--- src/rtl/serial_add_ctrl.sv ---
// Bit-serial add sequencer driving one external 1-bit full adder, LSB-first.
// Define SERIAL_ADD_SUB_EN to add a 'sub' port for two's-complement subtraction.
module serial_add_ctrl #(
  parameter int WIDTH = 8
) (
  input  logic             clk,
  input  logic             rst,
  input  logic             start,
  input  logic [WIDTH-1:0] op_a,
  input  logic [WIDTH-1:0] op_b,
  input  logic             cin,
`ifdef SERIAL_ADD_SUB_EN
  input  logic             sub,
`endif
  output logic             ready,
  output logic             busy,
  output logic             done,
  output logic [WIDTH-1:0] result,
  output logic             cout,
  output logic             fa_a,
  output logic             fa_b,
  output logic             fa_cin,
  input  logic             fa_sum,
  input  logic             fa_cout
);

  localparam int CW = $clog2(WIDTH);
  localparam logic [CW-1:0] LAST = CW'(WIDTH - 1);

  typedef enum logic [1:0] {IDLE, RUN, DONE} state_t;

  state_t           state;
  logic [WIDTH-1:0] a_sh, b_sh;
  logic             carry;
  logic [CW-1:0]    cnt;
  logic [WIDTH-1:0] b_ld;
  logic             c_ld;

  // Subtraction is a + ~b + 1, so only the load values change.
`ifdef SERIAL_ADD_SUB_EN
  assign b_ld = sub ? ~op_b : op_b;
  assign c_ld = sub ? 1'b1 : cin;
`else
  assign b_ld = op_b;
  assign c_ld = cin;
`endif

  assign fa_a   = busy & a_sh[0];
  assign fa_b   = busy & b_sh[0];
  assign fa_cin = busy & carry;

  always_ff @(posedge clk) begin
    if (rst) begin
      state  <= IDLE;
      ready  <= 1'b1;
      busy   <= 1'b0;
      done   <= 1'b0;
      result <= '0;
      cout   <= 1'b0;
      carry  <= 1'b0;
      cnt    <= '0;
      a_sh   <= '0;
      b_sh   <= '0;
    end else begin
      case (state)
        IDLE: begin
          if (start) begin
            a_sh   <= op_a;
            b_sh   <= b_ld;
            carry  <= c_ld;
            cnt    <= '0;
            result <= '0;
            cout   <= 1'b0;
            state  <= RUN;
            ready  <= 1'b0;
            busy   <= 1'b1;
          end
        end
        RUN: begin
          result <= {fa_sum, result[WIDTH-1:1]};
          carry  <= fa_cout;
          a_sh   <= a_sh >> 1;
          b_sh   <= b_sh >> 1;
          if (cnt == LAST) begin
            cout  <= fa_cout;
            state <= DONE;
            busy  <= 1'b0;
            done  <= 1'b1;
          end else begin
            cnt <= cnt + 1'b1;
          end
        end
        DONE: begin
          state <= IDLE;
          done  <= 1'b0;
          ready <= 1'b1;
        end
        default: begin
          state <= IDLE;
          ready <= 1'b1;
          busy  <= 1'b0;
          done  <= 1'b0;
        end
      endcase
    end
  end

endmodule

--- config.mk ---
export PLATFORM = sky130hd
export DESIGN_NAME = serial_add_ctrl
export DESIGN_NICKNAME = d
export VERILOG_FILES = /design/src/rtl/serial_add_ctrl.sv
export SDC_FILE = /design/constraint.sdc
export NUM_CORES = 1
export LEC_CHECK = 0
export CORE_MARGIN = 2
export CORE_UTILIZATION = 65
export CTS_CLUSTER_DIAMETER = 50
export CTS_CLUSTER_SIZE = 8
export DETAILED_ROUTE_END_ITERATION = 8
export DONT_BUFFER_PORTS = 1
export HOLD_SLACK_MARGIN = 0.1
export PLACE_DENSITY = 0.79
export SYNTH_ARGS = -nofsm -noshare
export SYNTH_HDL_FRONTEND = slang
export SYNTH_SLANG_ARGS = --single-unit
--- constraint.sdc ---
create_clock -name clk -period 4 [get_ports clk]
set_clock_uncertainty 0.1 [all_clocks]
set_input_delay 0.8 -clock clk [delete_from_list [all_inputs] [get_ports clk]]
set_output_delay 0.8 -clock clk [all_outputs]
set_load 0.02 [all_outputs]
==> results of run 1 <==
-- area by class of cell --
class / instances / area [um2] / share of cell area (%)
well taps: 28 / 35.0 / 2.32
clock buffers: 8 / 78.8 / 5.22
flip-flops and latches: 34 / 681 / 45.0
multi-input cells: 101 / 706 / 46.7
inverters: 1 / 3.75 / 0.248
repair buffers: 1 / 7.51 / 0.497
-- cells by family after synthesis --
family | Yosys count
flops | 34
mux | 15
fa+ha+maj | 2
buf+inv | 13
compound gates | 38
simple gates | 46
-- worst max-delay path by stage --
stage | startpoint | endpoint | slack [ns] | cells after the start
2_1_floorplan | busy$_SDFFE_PP0P_ | fa_b | 2.35 | 1
3_3_place_gp | start | cnt[2]$_SDFFE_PP0P_ | 1.96 | 3
3_5_place_dp | start | cnt[1]$_SDFFE_PP0P_ | 1.86 | 3
4_1_cts | busy$_SDFFE_PP0P_ | fa_b | 1.93 | 1
5_1_grt | busy$_SDFFE_PP0P_ | fa_b | 1.87 | 1
6_report | busy$_SDFFE_PP0P_ | fa_b | 1.95 | 1
-- cell usage after synthesis, drive strengths merged --
cell type / number
o21ai: 2
nor2: 26
nor3: 2
a21o: 1
nand2: 4
ha: 2
dfxtp: 34
o21ba: 1
inv: 1
a22oi: 11
mux2: 1
and2: 4
buf: 8
o21bai: 1
nand2b: 3
a211oi: 14
mux2i: 14
o21a: 1
clkbuf: 4
a211o: 1
nand3: 1
a21oi: 5
nand3b: 1
nor2b: 2
and3b: 1
a31oi: 1
nor3b: 2
-- sequential cells by signal (all words and copies together), names as in the netlist --
| register | flops |
|---|---|
| a_sh | 8 |
| cout | 1 |
| busy | 1 |
| result | 8 |
| b_sh | 8 |
| state | 2 |
| cnt | 3 |
| done | 1 |
| ready | 1 |
| carry | 1 |
-- metal layers --
layer | vias up | global-route usage, % | part of all wire (%)
li1 | 521 | - | -
met1 | 480 | 24.1 | 43
met2 | 38 | 32.5 | 47
met3 | 4 | 10.3 | 8.7
met4 | 0 | 9.21 | 1.4
met5 | - | 0 | 0
-- cells in the final DEF, fill, tap and decap left out, types with 2 or more instances in the layout --
master / synthesis / final
sky130_fd_sc_hd__a22oi_1: 11 / 11
sky130_fd_sc_hd__nor3b_1: 2 / 2
sky130_fd_sc_hd__nand2_1: 4 / 4
sky130_fd_sc_hd__ha_1: 2 / 2
sky130_fd_sc_hd__nor3_1: 2 / 2
sky130_fd_sc_hd__o21ai_0: 2 / 2
sky130_fd_sc_hd__dfxtp_1: 34 / 34
sky130_fd_sc_hd__and2_1: 4 / 4
sky130_fd_sc_hd__nor2_1: 23 / 23
sky130_fd_sc_hd__mux2i_1: 14 / 14
sky130_fd_sc_hd__clkbuf_4: 0 / 5
sky130_fd_sc_hd__nor2_2: 3 / 3
sky130_fd_sc_hd__clkbuf_8: 0 / 3
sky130_fd_sc_hd__nor2b_1: 2 / 2
sky130_fd_sc_hd__a211oi_2: 6 / 6
sky130_fd_sc_hd__a211oi_1: 8 / 8
sky130_fd_sc_hd__nand2b_1: 3 / 3
sky130_fd_sc_hd__a21oi_1: 5 / 5
-- power by group --
part | leakage [nW] | internal [W] | total [W] | switching [W]
sequential | 0.279 | 0.000357 | 0.000374 | 0.0000165
clock | 0.0446 | 0.000120 | 0.000226 | 0.000106
combinational | 0.263 | 0.0000301 | 0.0000634 | 0.0000333
total | 0.587 | 0.000508 | 0.000663 | 0.000156
-- stage by stage --
stage	instance area [um2]	utilization [%]	worst slack (ns)
CTS	1510	69.0	1.93
global placement	1430	65.4	1.96
global route	1510	69.0	1.87
finish	1510	69.0	1.95
floorplan	1480	-	2.35
detailed placement	1430	65.4	1.86
-- worst min-delay path: cells and delay by family (launching register included) --
kind | cells | cell delay, ns
AOI/OAI and AO/OA | 1 | 0.05
DFF | 1 | 0.32
and+or+nand+nor | 1 | 0.10
==> implementation parameters, run 1 <==
Parameter                              Value

Run status
  Result of the run ... finished clean

Detailed routing
  Residual DRC count ... 0
  Count of TritonRoute iterations in the first routing pass ... 4
  Average wire per standard cell ... 14.2 um
  Total number of vias ... 1043
  Ratio of routed vias to standard cells ... 6.03
  Iteration-0 DRC Markers ... 27
  Number of nets with antenna violations after routing ... 0
  Total Wirelength ... 2450 um

Place
  Final weighted congestion of routability-driven global placement ... 0.676
  Final HPWL from detailed placement ... 1660 um
  Number of placed instances, taps included ... 165
  Count of input and output buffers ... 0

Yosys
  Synthesized flop and latch total ... 34
  Mapped Avg Cell Area ... 9.99 um2
  Compound-cell area share of the yosys netlist ... 20.7%
  Dominant combinational cell family by area after synthesis ... compound AO/OA/AOI/OAI gates
  Ys Warns ... 0
  Share of synthesized area spent on multiplexers ... 10.2%
  Leading cell types by total area after synthesis ... sky130_fd_sc_hd__dfxtp_1, sky130_fd_sc_hd__mux2i_1, sky130_fd_sc_hd__nor2_1
  Net Count, Synth ... 172
  Synth area leader ... sky130_fd_sc_hd__dfxtp_1
  Gate count after technology mapping ... 148
  Adder and majority gate portion of the synthesized area ... 1.69%
  Cell area after technology mapping ... 0.00148 mm2
  Number of distinct library cells after synthesis ... 32
  Sequential share of the synthesized area ... 46.0%
  Basic-gate share of the synthesized area counting and, or, nand and nor cells ... 15.1%
  Share of the synthesized netlist area taken by xor and xnor gates ... 0%
  Area share of the leading cell type in the synthesized netlist ... 46.0%

Power and ir drop
  Static leakage power ... 0.587 nW
  Post-layout total power ... 0.000663 W
  PD cells ... 439 mW/mm2
  Maximum VDD drop ... 343 uV

Finish
  Layout cell share with drive strength beyond 1 ... 13.8%
  Number of nets in the layout ... 168
  Antenna cells ... 0
  Final non-filler cell total ... 173
  # fillers ... 176
  Post-synthesis to final-layout area growth ... 2.20%

Timing
  RSZ-0062 raised after global routing ... false
  Min Clock Period, post-route ... 2.05 ns
  Top achievable clock speed ... 487 MHz
  Final setup TNS ... 0 ns
  Hold Fails Final Rpt ... 0
  Slew at the pin closest to its max-slew limit ... 1.02 ns
  Fraction of the cycle the final worst path needs ... 51.3%
  Slew HR ... 31.9%
  Tightest hold margin ... 0.398 ns
  Number of slew-limit violations in the final report ... 0
  Final setup vio count ... 0

Clock tree
  Count of instances resized after the clock tree is built ... 0
  TritonCTS clock tree ... yes
  Count of buffers added by post-CTS timing repair for setup ... 0
  Num Clock Sinks ... 34
  CTS Root Cell ... sky130_fd_sc_hd__clkbuf_4
  Number of H-tree levels ... 2
  Clk Latency, worst-skew pair ... 0.33 ns
  Clock Tree Buf Depth ... 2
  Number of buffers added to fix hold violations after cts ... 0
  CTS buffer count ... 5
  CTS clk-pin slew, worst paths ... 0.09 ns

Floorplanning
  Area of the core region ... 0.00219 mm2
  Width of the chip ... 51.7 um
  Die boundary height ... 51.7 um
  I/O Pins ... 37
  Number of placement rows ... 17
  Initial core utilization ... 67.5%
  Die area ... 0.00267 mm2

Worst setup path
  Setup slack of the worst register-to-register path ... 2.11 ns
  Nature of the critical path startpoint ... register
  Cell type group with the largest total delay on the critical path ... flip-flops
  Highest-delay cell along the critical path ... sky130_fd_sc_hd__dfxtp_1
  Beginning of the worst register-to-register path ... state[0]$_SDFFE_PP0P_
  Critical path cell sequence ... and2_1
  RR Endpoint ... cnt[1]$_SDFFE_PP0P_
  Longest individual stage delay on the worst path ... 0.52 ns
  Data arrival time of the critical path ... 1.15 ns
  Req. time, crit path ... 3.10 ns
  Endpoint class of the critical path ... output port
  Worst-path fanout max ... 6
  Critical path type ... register to output port
  Worst R2R Path Depth ... 3
  Combined buffer and inverter count along the critical path ... 0

Global routing
  Overall Global Routing Usage ... 20.9%
  Grt total ovfl ... 0
  Antenna violations before repair ... 0
  Number of global-route vias before repair ... 996
  Wire length of the first global-routing pass ... 4080 um
  Maximum number of pins on one net before global-route repair ... 35

Min path
  Worst hold-check path type ... register to register
  Worst hold start ... a_sh[3]$_SDFFE_PP0P_
  Hold worst-path end ... a_sh[3]$_SDFFE_PP0P_
  Number of instances on the worst hold path ... 2

Run
  Max-cap violations ... 0
No activity file was read; power rests on OpenSTA's default activity.
==> run 2, diff against run 1 <==
--- a/config.mk
+++ b/config.mk
@@ -6,13 +6,13 @@
 export NUM_CORES = 1
 export LEC_CHECK = 0
 export CORE_MARGIN = 2
-export CORE_UTILIZATION = 65
+export CORE_UTILIZATION = 55
 export CTS_CLUSTER_DIAMETER = 50
 export CTS_CLUSTER_SIZE = 8
 export DETAILED_ROUTE_END_ITERATION = 8
 export DONT_BUFFER_PORTS = 1
 export HOLD_SLACK_MARGIN = 0.1
-export PLACE_DENSITY = 0.79
+export PLACE_DENSITY = 0.71
 export SYNTH_ARGS = -nofsm -noshare
 export SYNTH_HDL_FRONTEND = slang
 export SYNTH_SLANG_ARGS = --single-unit
==> constraint.sdc (replaced) <==
create_clock -name clk -period 1.7 [get_ports clk]
set_clock_uncertainty 0.1 [all_clocks]
set_input_delay 0.34 -clock clk [delete_from_list [all_inputs] [get_ports clk]]
set_output_delay 0.34 -clock clk [all_outputs]
set_load 0.02 [all_outputs]
==> run 2 against run 1 <==
Effect of this change:
- combinational power grew to 3.0 times the previous value
- critical path type is now register to register
- cell count is 6.4% higher
- first-iteration DRC count is 22% higher
- wire length is 7.3% higher
- largest cell class unchanged
- count of clock-buffer cells in the layout stayed put
- highest routed layer unchanged
- non-clock buffer count is 9 higher
- die area is 17% higher
- register-to-register slack worse by 1.9 ns
- worst setup slack worse by 1.8 ns
- global-route usage is 2.0 points lower
- via count is 3.2% higher
- utilization is 5.4 points lower
==> implementation parameters, run 2 (synthesis gave the netlist of run 1 again) <==
Parameter                              Value

Worst setup path
  Worst-path fanout max ... 7 (was 6)
  Req. time, crit path ... 1.83 ns (was 3.10 ns)
  Nature of the critical path startpoint ... register (unchanged)
  Critical path type ... register to register (was register to output port)
  Data arrival time of the critical path ... 1.65 ns (was 1.15 ns)
  Endpoint class of the critical path ... register (was output port)

Finish
  Post-route cell area ... 0.00160 mm2 (was 0.00151 mm2)
  Commonest non-fill, non-tap cell in the layout ... sky130_fd_sc_hd__dfxtp_1 (unchanged)
  Number of nets in the layout ... 177 (was 168)
  Area occupied by registers ... 681 um2 (unchanged)
  Post-synthesis to final-layout area growth ... 8.46% (was 2.20%)
  Registers with the highest flip-flop counts ... a_sh x8, b_sh x8, result x8 (unchanged)
  # fillers ... 228 (was 176)
  Antenna cells ... 0 (unchanged)
  Layout cell share with drive strength beyond 1 ... 16.2% (was 13.8%)
  Commonest cells after routing, fill and taps aside ... sky130_fd_sc_hd__dfxtp_1, sky130_fd_sc_hd__nor2_1, sky130_fd_sc_hd__mux2i_1 (unchanged)
  Area occupied by multi-input gates ... 706 um2 (unchanged)

Run
  Max-cap violations ... 0 (unchanged)

Power and ir drop
  PD cells ... 1000 mW/mm2 (was 439 mW/mm2)
  Cell internal pwr ... 0.00121 W (was 0.000508 W)
  Static leakage power ... 0.633 nW (was 0.587 nW)
  Switching power of the nets ... 0.000394 W (was 0.000156 W)
  Share of power burned in combinational logic ... 12.0% (was 9.6%)
  Maximum VDD drop ... 681 uV (was 343 uV)
  Proportion of power drawn by the clock network ... 33.8% (was 34.1%)
  Relative contribution of sequential cells to total power ... 54.3% (was 56.4%)
  Switching share of power ... 24.5% (was 23.5%)

Timing
  Final setup vio count ... 0 (unchanged)
  Top achievable clock speed ... 658 MHz
  Hold Fails Final Rpt ... 0 (unchanged)
  Final setup TNS ... 0 ns (unchanged)
  Min Clock Period, post-route ... 1.52 ns
  Number of slew-limit violations in the final report ... 0 (unchanged)
  Fraction of the cycle the final worst path needs ... 89.3%
  RSZ-0062 raised after global routing ... false (unchanged)
  Slew HR ... 68.5% (was 31.9%)
  Slew at the pin closest to its max-slew limit ... 0.471 ns (was 1.02 ns)

Floorplanning
  Initial core utilization ... 58.6% (was 67.5%)
  Area of the core region ... 0.00252 mm2 (was 0.00219 mm2)
  Number of placement rows ... 18 (was 17)
  I/O Pins ... 37 (unchanged)
  Width of the chip ... 55.9 um (was 51.7 um)
  Die boundary height ... 55.9 um (was 51.7 um)
  Die area ... 0.00312 mm2 (was 0.00267 mm2)

Global routing
  Grt total ovfl ... 0 (unchanged)
  Wire length of the first global-routing pass ... 4690 um (was 4080 um)
  Overall Global Routing Usage ... 18.9% (was 20.9%)
  Antenna violations before repair ... 0 (unchanged)
  Maximum number of pins on one net before global-route repair ... 35 (unchanged)
  Number of global-route vias before repair ... 1084 (was 996)

Detailed routing
  Residual DRC count ... 0 (unchanged)
  Total number of vias ... 1076 (was 1043)
  Ratio of routed vias to standard cells ... 5.85 (was 6.03)
  Iteration-0 DRC Markers ... 33 (was 27)
  Total Wirelength ... 2630 um (was 2450 um)
  Average wire per standard cell ... 14.3 um (was 14.2 um)
  Count of TritonRoute iterations in the first routing pass ... 4 (unchanged)
  Number of nets with antenna violations after routing ... 0 (unchanged)

Clock tree
  CTS Root Cell ... sky130_fd_sc_hd__clkbuf_4 (unchanged)
  Num Clock Sinks ... 34 (unchanged)
  Count of buffers added by post-CTS timing repair for setup ... 0 (unchanged)
  TritonCTS clock tree ... yes (unchanged)
  CTS buffer count ... 5 (unchanged)
  Clk Latency, worst-skew pair ... 0.33 ns (about the same)
  Number of H-tree levels ... 2 (unchanged)
  CTS clk-pin slew, worst paths ... 0.11 ns (was 0.09 ns)
  Clock Tree Buf Depth ... 2 (unchanged)

Run status
  Result of the run ... finished clean (unchanged)

Place
  Final HPWL from detailed placement ... 1770 um (was 1660 um)
  Final weighted congestion of routability-driven global placement ... 0.831 (was 0.676)
  Post-DP Area ... 0.00147 mm2 (was 0.00143 mm2)
  Count of input and output buffers ... 0 (unchanged)

Min path
  Worst hold-check path type ... input pin to register (was register to register)
[run 2: cell count changes in the layout (fill, tap and decap cells not counted)]
| cell | delta |
|---|---|
| sky130_fd_sc_hd__buf_4 | +4 |
| sky130_fd_sc_hd__dlygate4sd3_1 | +4 |
| sky130_fd_sc_hd__buf_12 | +1 |
[run 2: stage by stage]
step                      hold WS [ns]  total power (W)  util [%]  cells  setup slack (ns)
after floorplan                  0.357          0.00105         -    148             0.292
after global placement           0.310          0.00105      58.1    171             0.278
after detailed placement         0.311          0.00106      58.1    171             0.181
after CTS                        0.111          0.00162      63.6    184             0.149
after global routing             0.106          0.00168      63.6    184            0.0537
final                            0.121          0.00161      63.6    184             0.181
[run 2: path summary, 6_finish.rpt]
check,startpoint,end,slack [ns],cells past startpoint
worst max-delay path,cnt[0]$_SDFFE_PP0P_,cnt[0]$_SDFFE_PP0P_,0.18,5
worst min-delay path,start,ready$_SDFFE_PP1P_,0.12,2
worst max register to register,cnt[0]$_SDFFE_PP0P_,cnt[0]$_SDFFE_PP0P_,0.18,5
worst min register to register,cnt[2]$_SDFFE_PP0P_,cnt[2]$_SDFFE_PP0P_,0.39,2
[run 2: per-layer routing]
metal	track usage, %	share of wire (%)	vias up
met5	0	0	-
met4	8.84	1.5	0
met3	7.21	6.2	5
met2	30.3	46	29
met1	22.4	46	506
li1	-	-	536
[run 2: worst max-delay path: stages, from the launching register on]
cell and delay (ns):
sky130_fd_sc_hd__dfxtp_1 0.35, sky130_fd_sc_hd__ha_1 0.21, sky130_fd_sc_hd__ha_1 0.24, sky130_fd_sc_hd__and2_1 0.23, sky130_fd_sc_hd__a22oi_1 0.20, sky130_fd_sc_hd__a21oi_1 0.09
[run 2: power groups by stage]
| stage | sequential (W) | clock (W) | combinational (W) |
|---|---|---|---|
| after floorplan | 0.000887 | 0 | 0.000164 |
| after global placement | 0.000889 | 0 | 0.000163 |
| after detailed placement | 0.000892 | 0 | 0.000169 |
| after CTS | 0.000874 | 0.000556 | 0.000194 |
| after global routing | 0.000881 | 0.000589 | 0.000214 |
| final | 0.000873 | 0.000543 | 0.000193 |
[run 2: cell type report]
class	instances	area share, %
inverters	1	0.234
clock buffers	8	4.91
multi-input cells	101	44.0
repair buffers	10	6.08
flip-flops and latches	34	42.4
well taps	30	2.34
[run 2: repair_timing]
action                     4_1_cts  5_1_grt
hold buffers                     5        0
setup endpoints to repair        0        0
resized for setup                0        0
hold endpoints to repair        34        0
==> patch 1, RTL diff (config.mk and constraints of run 2) <==
The option `SERIAL_ADD_SUB_EN` is turned on by a define.
--- a/src/rtl/serial_add_ctrl.sv
+++ b/src/rtl/serial_add_ctrl.sv
@@ -1,5 +1,7 @@
 // Bit-serial add sequencer driving one external 1-bit full adder, LSB-first.
 // Define SERIAL_ADD_SUB_EN to add a 'sub' port for two's-complement subtraction.
+`define SERIAL_ADD_SUB_EN
+
 module serial_add_ctrl #(
   parameter int WIDTH = 8
 ) (
Interface: changed (added sub); port bits go from 37 to 38. The function was not compared with the original's and may differ.
==> patch 1 against run 2 <==
- core utilization decreased by 1.1 points
- power decreased by 5.1%
- highest routed layer unchanged
- routed wire length increased by 8.6%
- largest cell class unchanged
- non-clock buffer count decreased by 1
- first-iteration DRC count decreased by 30%
- register-to-register slack got worse by 0.02 ns
- design area decreased by 1.7%
- sequential cell count unchanged
- worst setup slack got worse by 0.098 ns
- synthesized area increased by 0.85%
- die area increased by 0.79%
- critical path depth decreased by 4
==> patch 1: results (changes against run 2) <==
| Metric | Value | vs run 2 |
|---|---|---|
| Number of DRC violations after detailed-routing iteration 0 | 23 | -30% |
| Sequential fraction of the synthesis area | 0.456 | -0.00386 |
| Synth cell count leaders | 34 x sky130_fd_sc_hd__dfxtp_1, 26 x sky130_fd_sc_hd__nor2_1, 8 x sky130_fd_sc_hd__a22oi_1, 8 x sky130_fd_sc_hd__xnor2_1 |  |
| Synth warnings | 0 | unchanged |
| Longest individual stage delay on the worst path | 0.53 ns | +0.18 ns |
| Outcome | finished, final reports clean |  |
| CTS root buffer | sky130_fd_sc_hd__clkbuf_4 |  |
| Internal Dissipation | 1.12 mW | -7.4% |
| DR pass1 iterations | 4 | unchanged |
| DR vias/cell | 5.98 | +2.2% |
| Placer Congestion | 0.729 | -12% |
| Met1 wire length | 1.29 mm | +7.5% |
| Clk_lat worst skew | 0.35 ns | +0.02 ns |
| Post-synth ARST share | 0 | unchanged |
| Slew at the pin closest to its max-slew limit | 0.844 ns | +0.373 ns |
| Path type of the worst min-delay path | in -> reg |  |
| VDD IR max | 0.677 mV | -0.55% |
| Peak fanout along the critical path | 6 | -1 |
| Global-route wire length before repair | 4.86 mm | +3.8% |
| Inserted Clock Buffers | 5 | unchanged |
| Ratio of cells with drive above 1 in the final layout | 0.135 | -0.0277 |
| Crit path DAT | 1.18 ns | -0.47 ns |
| Top layer in use | met4 |  |
| FILL cells | 234 | +2.6% |
| Aggregate routed wire length | 2.85 mm | +8.6% |
| Vias in the first global route | 1064 | -1.8% |
| Overall routing resource usage | 0.200 | +0.0110 |
| Nets | 180 | +1.7% |
| Diode insertion count for antenna repair | 0 | unchanged |
| DR WL met2 | 1.32 mm | +8.2% |
| Quantity of I/O buffers inserted on ports | 0 | unchanged |
| Largest net degree at the start of global routing | 25 | -29% |
| Count of different cell masters after synthesis | 33 | +3.1% |
| Estimated wirelength of the detail-placed design | 1.96 mm | +11% |
| Total leakage power | 0.602 nW | -4.8% |
| Cell types occupying the most area after synthesis | sky130_fd_sc_hd__dfxtp_1 46%, sky130_fd_sc_hd__nor2_1 6.5%, sky130_fd_sc_hd__a221o_1 4.7% |  |
| Number of levels in the clock H-tree | 2 | unchanged |
| Routed met3 length | 166 um | +1.2% |
| Cell family contributing the most delay on the critical path | flip-flops |  |
| Minimum setup slack after placement | 0.207 ns | +0.0259 ns |
## patch 1: changes by cell type after synthesis, moves of 2 or more
cell,before,now
sky130_fd_sc_hd__a211oi_2,6,0
sky130_fd_sc_hd__a221o_1,0,7
sky130_fd_sc_hd__a22o_1,0,2
sky130_fd_sc_hd__a22oi_1,11,8
sky130_fd_sc_hd__buf_2,2,4
sky130_fd_sc_hd__buf_6,3,5
sky130_fd_sc_hd__mux2i_1,14,7
sky130_fd_sc_hd__nor2_1,23,26
sky130_fd_sc_hd__nor2_2,3,0
sky130_fd_sc_hd__o21ai_0,2,0
sky130_fd_sc_hd__xnor2_1,0,8
## patch 1: final cells by class
| cell class | instances | share of cell area |
|---|---|---|
| repair buffers | 9 | 0.0492 |
| clock inverters | 2 | 0.00794 |
| clock buffers | 6 | 0.0325 |
| multi-input cells | 105 | 0.454 |
| well taps | 30 | 0.0238 |
| flip-flops and latches | 34 | 0.433 |
## patch 1: path summary, 6_finish.rpt
| kind | startpoint | end | slack, ns | depth (start not counted) |
|---|---|---|---|---|
| worst max-delay path | busy | fa_a | 0.08 | 1 |
| worst min-delay path | op_a[6] | a_sh[6] | 0.12 | 2 |
| worst max register to register | state[1] | state[1] | 0.16 | 3 |
| worst min register to register | b_sh[7] | b_sh[7] | 0.36 | 2 |
## patch 1: power by group through the flow
stage,sequential (mW),clock [mW],combinational (mW)
after floorplan,0.884,0,0.154
after global placement,0.891,0,0.148
after detailed placement,0.893,0,0.151
after CTS,0.875,0.497,0.168
after global routing,0.882,0.524,0.188
final,0.875,0.484,0.168
## patch 1: worst reg2reg max path: stages, from the launching register on
cell and delay (ns):
sky130_fd_sc_hd__dfxtp_1 0.52, sky130_fd_sc_hd__nor3b_2 0.11, sky130_fd_sc_hd__dlygate4sd3_1 0.57, sky130_fd_sc_hd__and2_1 0.16
## patch 1: cell families after synthesis
logic type | share of synthesized area
and+or+nand+nor | 0.182
adders and majority gates | 0.0168
DFF | 0.456
xor gates and xnor gates | 0.0470
AOI/OAI and AO/OA | 0.187
buffers and inverters | 0.0638
muxes | 0.0470
## patch 1: what timing repair did
item                                   in CTS  in global routing
endpoints found under the hold margin      25                  0
hold buffers                                4                  0
setup endpoints to repair                   0                  1
gates resized for setup                     0                  1
## patch 1: through the flow
step	instance area [um^2]	util	cells	power [mW]	hold slack, ns
after floorplan	1490	-	152	1.04	0.332
after global placement	1470	0.583	174	1.04	0.314
after detailed placement	1470	0.583	174	1.04	0.315
after CTS	1580	0.625	186	1.54	0.105
after global routing	1580	0.625	186	1.59	0.133
final	1580	0.625	186	1.53	0.115
## patch 1: layer usage
layer	up-vias	GRT usage
li1	551	-
met4	0	0.126
met2	30	0.297
met3	7	0.0628
met1	524	0.249
met5	-	0
==> patch 2, RTL diff (settings of run 2) <==
Made on the original files. Re-encode `state_t` (3 states) as one-hot, 3 bits wide.
--- a/src/rtl/serial_add_ctrl.sv
+++ b/src/rtl/serial_add_ctrl.sv
@@ -27,7 +27,7 @@
   localparam int CW = $clog2(WIDTH);
   localparam logic [CW-1:0] LAST = CW'(WIDTH - 1);
 
-  typedef enum logic [1:0] {IDLE, RUN, DONE} state_t;
+  typedef enum logic [2:0] {IDLE = 3'b001, RUN = 3'b010, DONE = 3'b100} state_t;
 
   state_t           state;
   logic [WIDTH-1:0] a_sh, b_sh;
Formal check against the unedited RTL: same outputs for any inputs over 10 cycles, from zero or initial values and one cycle with rst high; not proved beyond that.
==> patch 2 against run 2 <==
- the flow now finishes with violations (setup timing)
- design area increased by 11%
- synthesized cell count increased by 8.1%
- worst setup slack got worse by 0.18 ns
- routed wire length rose by 16%
- synthesized area is 4.8% higher
- sequential cell count increased by 1
- sequential share of layout area is 3.1 points lower
- power decreased by 1.3%
- maximum frequency down 11%
- non-clock buffer count is 5 higher
- critical path type unchanged
- critical endpoint is now busy
- highest routed layer unchanged
==> patch 2: results (changes against run 2) <==
| Metric | Value | vs run 2 |
|---|---|---|
| Total leakage power | 0.616 nW | -2.6% |
| Estimated wirelength of the detail-placed design | 2.03 mm | +14% |
| DR vias/cell | 5.80 | -0.80% |
| Buffer depth of the longest clock path | 2 | unchanged |
| Nets | 193 | +9.0% |
| Longest individual stage delay on the worst path | 0.41 ns | +0.06 ns |
| Global-route wire length before repair | 5.14 mm | +9.7% |
| FILL cells | 224 | -1.8% |
| Violated checks | setup timing |  |
| Peak fanout along the critical path | 3 | -4 |
| Synth cell count leaders | 35 x sky130_fd_sc_hd__dfxtp_1, 30 x sky130_fd_sc_hd__nor2_1, 17 x sky130_fd_sc_hd__mux2i_1, 10 x sky130_fd_sc_hd__a211oi_2, 8 x sky130_fd_sc_hd__a22oi_1 |  |
| Sequential fraction of the synthesis area | 0.452 | -0.00826 |
| Launch instance of the worst min-delay path | op_b[3] |  |
| Routed wire length per instance | 15.2 um | +6.4% |
| VDD IR max | 0.705 mV | +3.6% |
| Relative slew slack | 0.774 | +0.0891 |
| Post-route insts no fill | 201 | +9.2% |
| Placer Congestion | 0.732 | -12% |
| Quantity of I/O buffers inserted on ports | 0 | unchanged |
| Ratio of cells with drive above 1 in the final layout | 0.241 | +0.0788 |
| Setup slack of the critical path after layout | -0.000370 ns | -0.182 ns |
| Final setup violation count | 1 | +1 |
| Slowest stage cell on the critical path | sky130_fd_sc_hd__or3b_4 |  |
| # placed instances | 186 | +8.8% |
| Overall routing resource usage | 0.206 | +0.0166 |
| Final-layout worst hold slack | 0.128 ns | +0.00708 ns |
| Cell types occupying the most area after synthesis | sky130_fd_sc_hd__dfxtp_1 45%, sky130_fd_sc_hd__mux2i_1 11%, sky130_fd_sc_hd__a211oi_2 8.1% |  |
| Largest registers | a_sh (8), b_sh (8), result (8) |  |
| Mean cell area of the mapped netlist | 9.69 um^2 | -3.0% |
| Number of DRC violations after detailed-routing iteration 0 | 31 | -6.1% |
| Synthesized net count | 184 | +7.0% |
| Outcome | finished with violations |  |
-- patch 2: path summary, 6_finish.rpt --
| path | to | cells after the start |
|---|---|---|
| max | busy | 6 |
| min | b_sh[3] | 2 |
| max reg2reg | busy | 6 |
| min reg2reg | cnt[1] | 2 |
-- patch 2: cell type report --
class | instances | share of cell area
multi-input cells | 110 | 0.461
clock inverters | 2 | 0.00700
well taps | 31 | 0.0217
clock buffers | 6 | 0.0231
repair buffers | 15 | 0.0896
flip-flops and latches | 35 | 0.393
inverters | 2 | 0.00420
-- patch 2: routing by layer --
| layer | up-vias | part of all wire | global-route usage |
|---|---|---|---|
| met5 | - | 0 | 0 |
| met4 | 0 | 0.028 | 0.0897 |
| met3 | 10 | 0.066 | 0.0839 |
| met2 | 36 | 0.48 | 0.332 |
| met1 | 527 | 0.43 | 0.242 |
| li1 | 593 | - | - |
-- patch 2: through the flow --
step                total power, mW    TNS, ns  utilization  instance area [um^2]  worst slack (ns)
detailed placement             1.13     -0.196        0.590                  1600           -0.0992
CTS                            1.60          0        0.642                  1740            0.0140
global route                   1.67     -0.122        0.660                  1790           -0.0491
floorplan                      1.10          0            -                  1550           0.00904
finish                         1.59  -0.000370        0.660                  1790         -0.000370
global placement               1.12          0        0.590                  1600            0.0323
-- patch 2: power by group --
group / total [mW] / switching (mW) / internal (mW)
sequential: 0.908 / 0.0380 / 0.870
clock: 0.442 / 0.282 / 0.159
combinational: 0.237 / 0.128 / 0.109
total: 1.59 / 0.448 / 1.14
-- patch 2: repair_timing --
item,CTS,global route
hold endpoints to repair,35,0
endpoints found under the setup margin,4,4
pin swaps,2,8
gates resized for setup,5,8
hold buffers,5,0
setup buffers,1,1
-- patch 2: worst max-delay path, delay by kind of cell (launching register included) --
kind,cells,cell delay (ns)
AND/OR/NAND/NOR,2,0.53
flip-flops,1,0.35
AO/OA/AOI/OAI,2,0.35
adder cells (fa/ha/maj),2,0.31
-- patch 2: logic make-up (layout without fill, tap and decap cells) --
group | after synthesis | count (layout) | share of synthesized area
adder cells (fa/ha/maj) | 2 | 2 | 0.0161
AND/OR/NAND/NOR | 54 | 54 | 0.169
multiplexers | 17 | 17 | 0.110
AO/OA/AOI/OAI | 37 | 37 | 0.201
flip-flops | 35 | 35 | 0.452
buffers and inverters | 15 | 25 | 0.0525
